$ cat config.mk
export PLATFORM = sky130hd
export DESIGN_NAME = prio_arbiter
export DESIGN_NICKNAME = d
export VERILOG_FILES = /design/src/rtl/prio_arbiter.sv
export SDC_FILE = /design/constraint.sdc
export NUM_CORES = 1
export LEC_CHECK = 0
export ABC_AREA = 0
export CAP_MARGIN = 40
export CORE_ASPECT_RATIO = 0.7
export CORE_MARGIN = 3
export CORE_UTILIZATION = 30
export CTS_CLUSTER_SIZE = 30
export DETAILED_ROUTE_END_ITERATION = 7
export GPL_TIMING_DRIVEN = 0
export RECOVER_POWER = 50
export SYNTH_ARGS = -nofsm -noshare
export SYNTH_HDL_FRONTEND = slang
export SYNTH_SLANG_ARGS = --single-unit
$ cat constraint.sdc
create_clock -name clk -period 3.4 [get_ports clk]
set_clock_uncertainty 0.1 [all_clocks]
set_input_delay 0.68 -clock clk [delete_from_list [all_inputs] [get_ports clk]]
set_output_delay 0.68 -clock clk [all_outputs]
set_load 0.05 [all_outputs]
$ cat src/rtl/prio_arbiter.sv
`default_nettype none
// ============================================================================
//  Module      : prio_arbiter
//  Description : Registered N-way priority arbiter with active-low requests
//                and an active-low one-hot grant. Supports fixed or
//                round-robin priority, grant holding until done/withdrawal,
//                and an optional hold-time limit with a timeout pulse.
//  Revision    : 1.0 - initial release
// ============================================================================
module prio_arbiter #(
  parameter int N        = 8,
  parameter int MAX_HOLD = 15,
  localparam int W       = $clog2(N),
  localparam int HW      = (MAX_HOLD == 0) ? 1 : $clog2(MAX_HOLD + 1)
) (
  input  logic         clk,
  input  logic         rst_b,
  input  logic         en_b,
  input  logic         rr_mode,
  input  logic [N-1:0] req_b,
  input  logic         done,
  output logic [N-1:0] gnt_b,
  output logic [W-1:0] gnt_idx,
  output logic         gnt_valid,
  output logic         timeout
);

  typedef enum logic [0:0] {
    IDLE = 1'b0,
    BUSY = 1'b1
  } state_t;

  // Last count value before the limit forces a release; only meaningful
  // when the limit is enabled.
  localparam logic [HW-1:0] HOLD_LAST = HW'((MAX_HOLD == 0) ? 0 : MAX_HOLD - 1);

  state_t         state_q;
  logic [N-1:0]   gnt_b_q;
  logic [W-1:0]   gnt_idx_q;
  logic           gnt_valid_q;
  logic           timeout_q;
  logic [W-1:0]   ptr_q;
  logic [HW-1:0]  hcnt_q;

  logic [W-1:0]   start_d;
  logic [W-1:0]   cand_d;
  logic [W-1:0]   win_idx_d;
  logic           win_found_d;

  logic           exit_en_d;
  logic           exit_done_d;
  logic           exit_wdraw_d;
  logic           exit_limit_d;
  logic           exit_any_d;

  // Fixed mode starts the descending search at the top index; round-robin
  // starts one below the last winner. W-bit arithmetic gives the wrap for free.
  assign start_d = rr_mode ? (ptr_q - W'(1)) : {W{1'b1}};

  // Priority encoder: first requesting index found while descending from start.
  always_comb begin
    win_found_d = 1'b0;
    win_idx_d   = '0;
    cand_d      = '0;
    for (int k = 0; k < N; k++) begin
      cand_d = start_d - W'(k);
      if (!win_found_d && !req_b[cand_d]) begin
        win_found_d = 1'b1;
        win_idx_d   = cand_d;
      end
    end
  end

  assign exit_en_d    = en_b;
  assign exit_done_d  = done;
  assign exit_wdraw_d = req_b[gnt_idx_q];
  assign exit_limit_d = (MAX_HOLD != 0) && (hcnt_q == HOLD_LAST);
  assign exit_any_d   = exit_en_d | exit_done_d | exit_wdraw_d | exit_limit_d;

  // Arbitration FSM with registered grant, index, valid and timeout outputs.
  always_ff @(posedge clk or negedge rst_b) begin
    if (!rst_b) begin
      state_q     <= IDLE;
      gnt_b_q     <= '1;
      gnt_idx_q   <= '0;
      gnt_valid_q <= 1'b0;
      timeout_q   <= 1'b0;
      ptr_q       <= '0;
      hcnt_q      <= '0;
    end else begin
      timeout_q <= 1'b0;
      case (state_q)
        IDLE: begin
          if (!en_b && win_found_d) begin
            state_q     <= BUSY;
            gnt_idx_q   <= win_idx_d;
            gnt_b_q     <= ~(N'(1) << win_idx_d);
            gnt_valid_q <= 1'b1;
            hcnt_q      <= '0;
            ptr_q       <= win_idx_d;
          end
        end
        BUSY: begin
          if (exit_any_d) begin
            state_q     <= IDLE;
            gnt_b_q     <= '1;
            gnt_valid_q <= 1'b0;
            // Only a pure limit expiry is reported as a timeout.
            timeout_q   <= exit_limit_d & ~exit_en_d & ~exit_done_d & ~exit_wdraw_d;
          end else if (hcnt_q != {HW{1'b1}}) begin
            hcnt_q <= hcnt_q + HW'(1);
          end
        end
        default: begin
          state_q     <= IDLE;
          gnt_b_q     <= '1;
          gnt_valid_q <= 1'b0;
        end
      endcase
    end
  end

  assign gnt_b     = gnt_b_q;
  assign gnt_idx   = gnt_idx_q;
  assign gnt_valid = gnt_valid_q;
  assign timeout   = timeout_q;

endmodule
`default_nettype wire

==> reports/qor.csv, run 1 <==
metric,value,unit
result of the run,finished clean,
startpoint type of the worst setup path,flop,
Max Fclk,299,MHz
clock latency reported for the late side of the worst-skew pair,0.25,ns
count of flip-flops with a built-in enable after synthesis,0,
share of synthesized flip-flops with an asynchronous set or reset,1.00,
CP endpoint kind,flop,
Post-Syn Area per Cell,9.09,µm²
Layout Area Growth over Synthesis,41.1,%
first-pass GRT wire length,11.5,mm
Antenna Violating Nets Remaining,0,
sequential share of the synthesized area,0.216,
root cell of the clock tree,clkbuf_8,
portion of total power attributed to combinational logic,0.842,
Synth warnings,0,
clock period minus final worst setup slack,3.35,ns
DRC violations left,0,
CTS Buf Count,3,
top fanout value on the critical path,7,
fraction of final layout cells sized beyond drive strength 1,0.375,
GR Layer Usage met1,0.276,
"FF+latch count, synth",18,
hold slack,0.429,ns
floorplan die height,76.6,µm
via-per-instance ratio,5.91,
number of buffers inserted by hold repair at cts,0,
capture endpoint of the worst hold path,gnt_valid,
TritonRoute pass-1 iters,4,
proportion of power drawn by the clock network,0.047,
total global-route track usage,0.175,
power per unit of standard cell area,1100,mW/mm²
grt ovf,0,
class of the most critical hold timing path,flop to flop,
Detailed Place HPWL,5.19,mm
delay of the slowest cell on the worst path,0.49,ns
diodes inserted,0,
Mapped Cells,235,
fin nets,302,
capturing point of the worst reg2reg path,hcnt_q[2],
number of failing hold endpoints at the final stage,0,
CTS H-tree lvls,1,
Port Buffer Count,25,
Initial Util,0.313,
TritonCTS clock tree,yes,
area enclosed by the die boundary,0.00818,mm²
max capacitance violation total,0,
depth of the worst register-to-register path,11,
final setup violating endpoints,0,
post-placement setup slack,-0.673,ns
total wire length,7.33,mm
IO Count,26,
violation count after the first detailed-routing iteration,143,
cell-by-cell trace of the critical path,"buf_6, inv_6, ha_4, xnor2_2, a21boi_0, o22ai_2, nand4_4, nor4_4, nand2_1, a21bo_1, a221oi_2",
vias in the first global route,2067,
required time at the worst-slack endpoint,3.47,ns
WS Path Type,flop to flop,
prevailing post-synth register cell,dfrtp_1,
"setup slack, reg-to-reg",0.05,ns
Pwr Total,3.30,mW
Worst Max-Slew Pin Slew,0.837,ns
met2 Use GR,0.231,
RSZ-0062 raised after global routing,yes,
final worst-path setup slack,0.0508,ns
pin count of the biggest net entering global routing,19,
CTS max path bufs,2,
number of cells traversed by the worst hold path,2,
antenna violations before repair,0,
static power due to leakage,1.20,nW
"most common cell after layout, fill and taps aside",buf_4,
core outline area,0.00682,mm²
horizontal die dimension,107,µm
cell with the largest stage delay on the worst path,nor4_4,
Clock Sinks,18,
post-layout utilization of the core,0.442,
per-cell routed wire length,19.4,µm
critical register-to-register path startpoint,ptr_q[0],
P_int,1.53,mW
hold path startpoint,gnt_valid,
share of the cycle needed by the critical path after routing,0.985,
last weighted congestion value of the routability-driven placer,0.964,
final count of pins violating max slew,0,
data arrival time of the critical path,3.42,ns
fraction of met3 tracks used by global routing,0.0508,
Top Usage Layer GRT,met1,
Yosys cell types,72,
normalized max-slew margin,0.440,
Post-Synthesis Net Count,253,
total standard cell area after synthesis,0.00214,mm²
sequential fraction of design power,0.111,
total via count after detailed routing,2228,
"commonest cells after routing, fill and taps aside","23 x buf_4, 16 x a21oi_1, 15 x nor2_1",
Worst IR Drop VDD,334,µV
clock-pin slew on the worst setup and hold paths,0.07,ns
row cnt,25,
Net Sw Power,1.78,mW
switching part of the total power,0.538,
[kinds of logic (layout without fill, tap and decap cells)]
family	count (synthesis)	count (layout)	share of synthesized area
buffers and inverters	24	72	0.0639
muxes	13	13	0.110
and+or+nand+nor	77	77	0.203
xor gates and xnor gates	4	4	0.0264
AOI/OAI and AO/OA	94	94	0.352
DFF	18	18	0.216
adders and majority gates	5	5	0.0293
[cells in the mapped netlist (all sizes together), types with 2 or more instances]
library cell  number  area share
a21oi             18       0.044
nand2             16       0.028
nor2              15       0.026
nor3              14       0.035
inv               13       0.024
a31oi             12       0.035
o21ai             11       0.026
dfrtp             10        0.12
buf                9       0.036
and3               8       0.023
dfstp              8       0.098
mux4               8       0.086
a211oi             7       0.030
a221oi             7       0.037
nand3              6       0.014
a21boi             5       0.019
ha                 5       0.029
mux2i              4       0.019
a21o               3       0.011
nor4               3       0.016
o211a              3       0.014
o211ai             3       0.015
o21bai             3       0.011
o22ai              3       0.015
o31ai              3       0.013
or2                3      0.0088
or3                3      0.0088
a2111oi            2       0.017
clkbuf             2      0.0035
nand4              2       0.012
xor2               2      0.0082
[how the worst max path moves through the flow]
stage	start	to	cells after the start
6_report	ptr_q[0]	hcnt_q[2]	11
5_1_grt	req_b[4]	hcnt_q[3]	8
4_1_cts	ptr_q[0]	gnt_b[7]	14
3_5_place_dp	rr_mode	hcnt_q[2]	15
3_3_place_gp	rr_mode	gnt_b[0]	12
2_1_floorplan	ptr_q[0]	hcnt_q[2]	14
[critical path, delay by kind of cell, from the launching register on]
family | cells | cell delay, ns
AO/OA/AOI/OAI | 4 | 1.13
XOR/XNOR | 1 | 0.47
adder cells (fa/ha/maj) | 1 | 0.18
buffers and inverters | 2 | 0.17
flip-flops | 1 | 0.39
AND/OR/NAND/NOR | 3 | 0.82
[final cells by class]
class / count / area [µm²]
timing repair buffer: 45 / 403
multi-input combinational: 193 / 1810
tap: 94 / 118
clock buffer: 4 / 45.0
inverter: 13 / 61.3
fill: 688 / 3800
sequential: 18 / 463
buffer: 10 / 113
[metrics by stage]
stage | std cells | cell area, µm² | setup TNS [ns]
floorplan | 235 | 2190 | 0
global placement | 354 | 2560 | -10.55
detailed placement | 354 | 2560 | -10.27
CTS | 364 | 2820 | 0
global route | 377 | 3010 | -0.0410
finish | 377 | 3010 | 0
[power groups by stage]
stage          logic, mW  clock network, mW  registers, mW
6_report            2.78              0.155          0.367
3_5_place_dp        2.16                  0          0.382
5_1_grt             2.96              0.171          0.377
2_1_floorplan       1.48                  0          0.543
3_3_place_gp        2.15                  0          0.379
4_1_cts             2.50              0.160          0.368
[metal layers]
metal	vias to the layer above	wire length (µm)
met5	-	0
met4	0	32
met3	2	594
met2	95	3050
met1	1097	3650
li1	1034	-
[repair_timing]
action,4_1_cts,5_1_grt
gates resized for setup,39,26
gates cloned,0,0
pin swaps,13,16
setup endpoints to repair,17,14
setup buffers,7,13
[flip-flops by register name, indices dropped and copies added, names as in the netlist]
register   flops
gnt_valid      1
ptr_q          3
state_q        1
hcnt_q         4
timeout        1
gnt_b          8
Note: power is estimated with default switching activity, not from simulation.
==> run 2, diff against run 1 <==
--- a/config.mk
+++ b/config.mk
@@ -12,6 +12,7 @@
 export CORE_UTILIZATION = 30
 export CTS_CLUSTER_SIZE = 30
 export DETAILED_ROUTE_END_ITERATION = 7
+export GPL_ROUTABILITY_DRIVEN = 0
 export GPL_TIMING_DRIVEN = 0
 export RECOVER_POWER = 50
 export SYNTH_ARGS = -nofsm -noshare
==> run 2 against run 1 <==
Power up 6.9%. Clock power grew 14%. Via count grew 3.0%. Critical endpoint is now gnt_b[7]. Highest routed layer is now met3.
==> reports/qor.csv, run 2 (same netlist as run 1, synthesis figures left out) <==
metric,value,unit,change
final worst-path setup slack,0.0227,ns,-0.0281 ns
Layout Area Growth over Synthesis,49.3,%,
CP endpoint kind,flop,,
post-layout utilization of the core,0.468,,+0.0257
result of the run,finished clean,,
DRC violations left,0,,unchanged
hold slack,0.428,ns,-0.00126 ns
root cell of the clock tree,clkbuf_8,,
cell with the largest stage delay on the worst path,mux4_2,,
clock latency reported for the late side of the worst-skew pair,0.26,ns,about the same
pin count of the biggest net entering global routing,19,,unchanged
"commonest cells after routing, fill and taps aside","31 x buf_4, 16 x a21oi_1, 14 x nor2_1, 14 x clkdlybuf4s50_1, 13 x nand2_1",,
Port Buffer Count,25,,unchanged
TritonRoute pass-1 iters,4,,unchanged
flip-flop count of the largest register after layout,8,,unchanged
critical register-to-register path startpoint,ptr_q[0],,
floorplan die height,76.6,µm,unchanged
number of buffers inserted by hold repair at cts,0,,unchanged
number of cells traversed by the worst hold path,2,,unchanged
vias in the first global route,2036,,-1.5%
share of the cycle needed by the critical path after routing,0.993,,+0.00828
Worst Max-Slew Pin Slew,0.820,ns,-0.0169 ns
depth of the worst register-to-register path,16,,+5
row cnt,25,,unchanged
final std cells w/o fill,389,,+3.2%
required time at the worst-slack endpoint,3.46,ns,about the same
RSZ-0062 raised after global routing,yes,,
static power due to leakage,1.27,nW,+5.8%
CTS H-tree lvls,1,,unchanged
Initial Util,0.313,,unchanged
fraction of final layout cells sized beyond drive strength 1,0.420,,+0.0458
clock period minus final worst setup slack,3.38,ns,+0.0281 ns
delay of the slowest cell on the worst path,0.52,ns,+0.03 ns
number of buffers and inverters on the critical path,2,,unchanged
"setup slack, reg-to-reg",0.07,ns,+0.02 ns
normalized max-slew margin,0.451,,+0.0113
top fanout value on the critical path,5,,-2
Crit. path cell count,10,,-1
"most common cell after layout, fill and taps aside",buf_4,,
first-pass GRT wire length,11.0,mm,-4.3%
diodes inserted,0,,unchanged
Antenna Violating Nets Remaining,0,,unchanged
final count of pins violating max slew,0,,unchanged
Critical Path Start,req_b[0],,
class of the most critical hold timing path,flop to flop,,
cell-by-cell trace of the critical path,"clkdlybuf4s50_1, and3_2, or2_2, mux4_2, o31ai_4, nor4_4, a211oi_4, buf_4, a21boi_4, a31oi_1",,
via-per-instance ratio,5.90,,-0.21%
CTS max path bufs,2,,unchanged
violation count after the first detailed-routing iteration,187,,+31%
critical path's top delay family,compound AO/OA/AOI/OAI gates,,
area enclosed by the die boundary,0.00818,mm²,unchanged
total wire length,7.42,mm,+1.3%
antenna violations before repair,0,,unchanged
post-placement setup slack,-0.667,ns,+0.00636 ns
power per unit of standard cell area,1110,mW/mm²,+1.0%
core outline area,0.00682,mm²,unchanged
final-layout fill cell count,680,,-1.2%
fin nets,314,,+4.0%
Worst IR Drop VDD,320,µV,-4.3%
number of failing hold endpoints at the final stage,0,,unchanged
Inst Count DP,354,,unchanged
startpoint type of the worst setup path,input pin,,
total global-route track usage,0.167,,-0.00805
TritonCTS clock tree,yes,,
data arrival time of the critical path,3.44,ns,+0.02 ns
max capacitance violation total,0,,unchanged
CTS Buf Count,3,,unchanged
Clock Sinks,18,,unchanged
Detailed Place HPWL,5.18,mm,-0.14%
Pwr Total,3.53,mW,+6.9%
hold path startpoint,gnt_valid,,
final setup violating endpoints,0,,unchanged
horizontal die dimension,107,µm,unchanged
WS Path Type,input pin to flop,,
grt ovf,0,,unchanged
IO Count,26,,unchanged
clock-pin slew on the worst setup and hold paths,0.07,ns,about the same
Max Fclk,296,MHz,-0.83%
per-cell routed wire length,19.1,µm,-1.9%
total via count after detailed routing,2294,,+3.0%
run 2: changes by cell type in the layout (fill, tap and decap cells not counted), sizes merged:
cell / delta
clkbuf: -1
dlymetal6s2s: -1
buf: +13
clkdlybuf4s50: +1
run 2: cell type report:
class	count	area, µm²	share of cell area
timing repair buffer	56	494	0.155
multi-input combinational	193	1880	0.590
buffer	11	120	0.0377
tap	94	118	0.0369
sequential	18	463	0.145
clock buffer	4	55.1	0.0173
inverter	13	58.8	0.0184
run 2: worst paths after layout:
check | end
worst max-delay path | gnt_b[7]
worst min-delay path | gnt_valid
worst max register to register | gnt_b[7]
worst min register to register | gnt_valid
max in group asynchronous | ptr_q[1]
min in group asynchronous | ptr_q[0]
run 2: power breakdown:
group | internal (mW) | leakage, nW | switching, mW
sequential | 0.306 | 0.206 | 0.0620
clock | 0.103 | 0.0288 | 0.0740
combinational | 1.26 | 1.04 | 1.72
run 2: stage by stage:
stage	cell area, µm²	setup TNS (ns)
floorplan	2190	0
global placement	2560	-10.43
detailed placement	2560	-10.16
CTS	2810	0
global route	3190	-0.344
finish	3190	0
run 2: what timing repair did:
item,CTS,global route
endpoints found under the setup margin,17,16
setup buffers,7,27
gates resized for setup,29,50
pin swaps,11,23
run 2: worst register-to-register path, stage by stage (launching register included):
cell	delay [ns]
dfrtp_2	0.39
buf_6	0.13
inv_8	0.04
ha_4	0.29
nand2_4	0.08
clkbuf_16	0.17
ha_4	0.17
nand2b_4	0.15
buf_4	0.13
nor2_2	0.18
nor4_4	0.09
o31ai_4	0.33
nor4_4	0.10
a211oi_4	0.37
buf_4	0.17
a21boi_4	0.21
a31oi_1	0.12
run 2: per-layer routing:
metal / GRT usage / wire, µm / share of wire
met1: 0.270 / 3550 / 0.48
met2: 0.227 / 3260 / 0.44
met3: 0.0398 / 605 / 0.082
met4: 0.0179 / 0 / 0
met5: 0 / 0 / 0
==> run 3, diff against run 2 <==
--- a/config.mk
+++ b/config.mk
@@ -6,7 +6,7 @@
 export NUM_CORES = 1
 export LEC_CHECK = 0
 export ABC_AREA = 0
-export CAP_MARGIN = 40
+export CAP_MARGIN = 30
 export CORE_ASPECT_RATIO = 0.7
 export CORE_MARGIN = 3
 export CORE_UTILIZATION = 30
==> results of run 3 <==
Same layout as run 2: the final DEF is identical, and so are final timing and power.
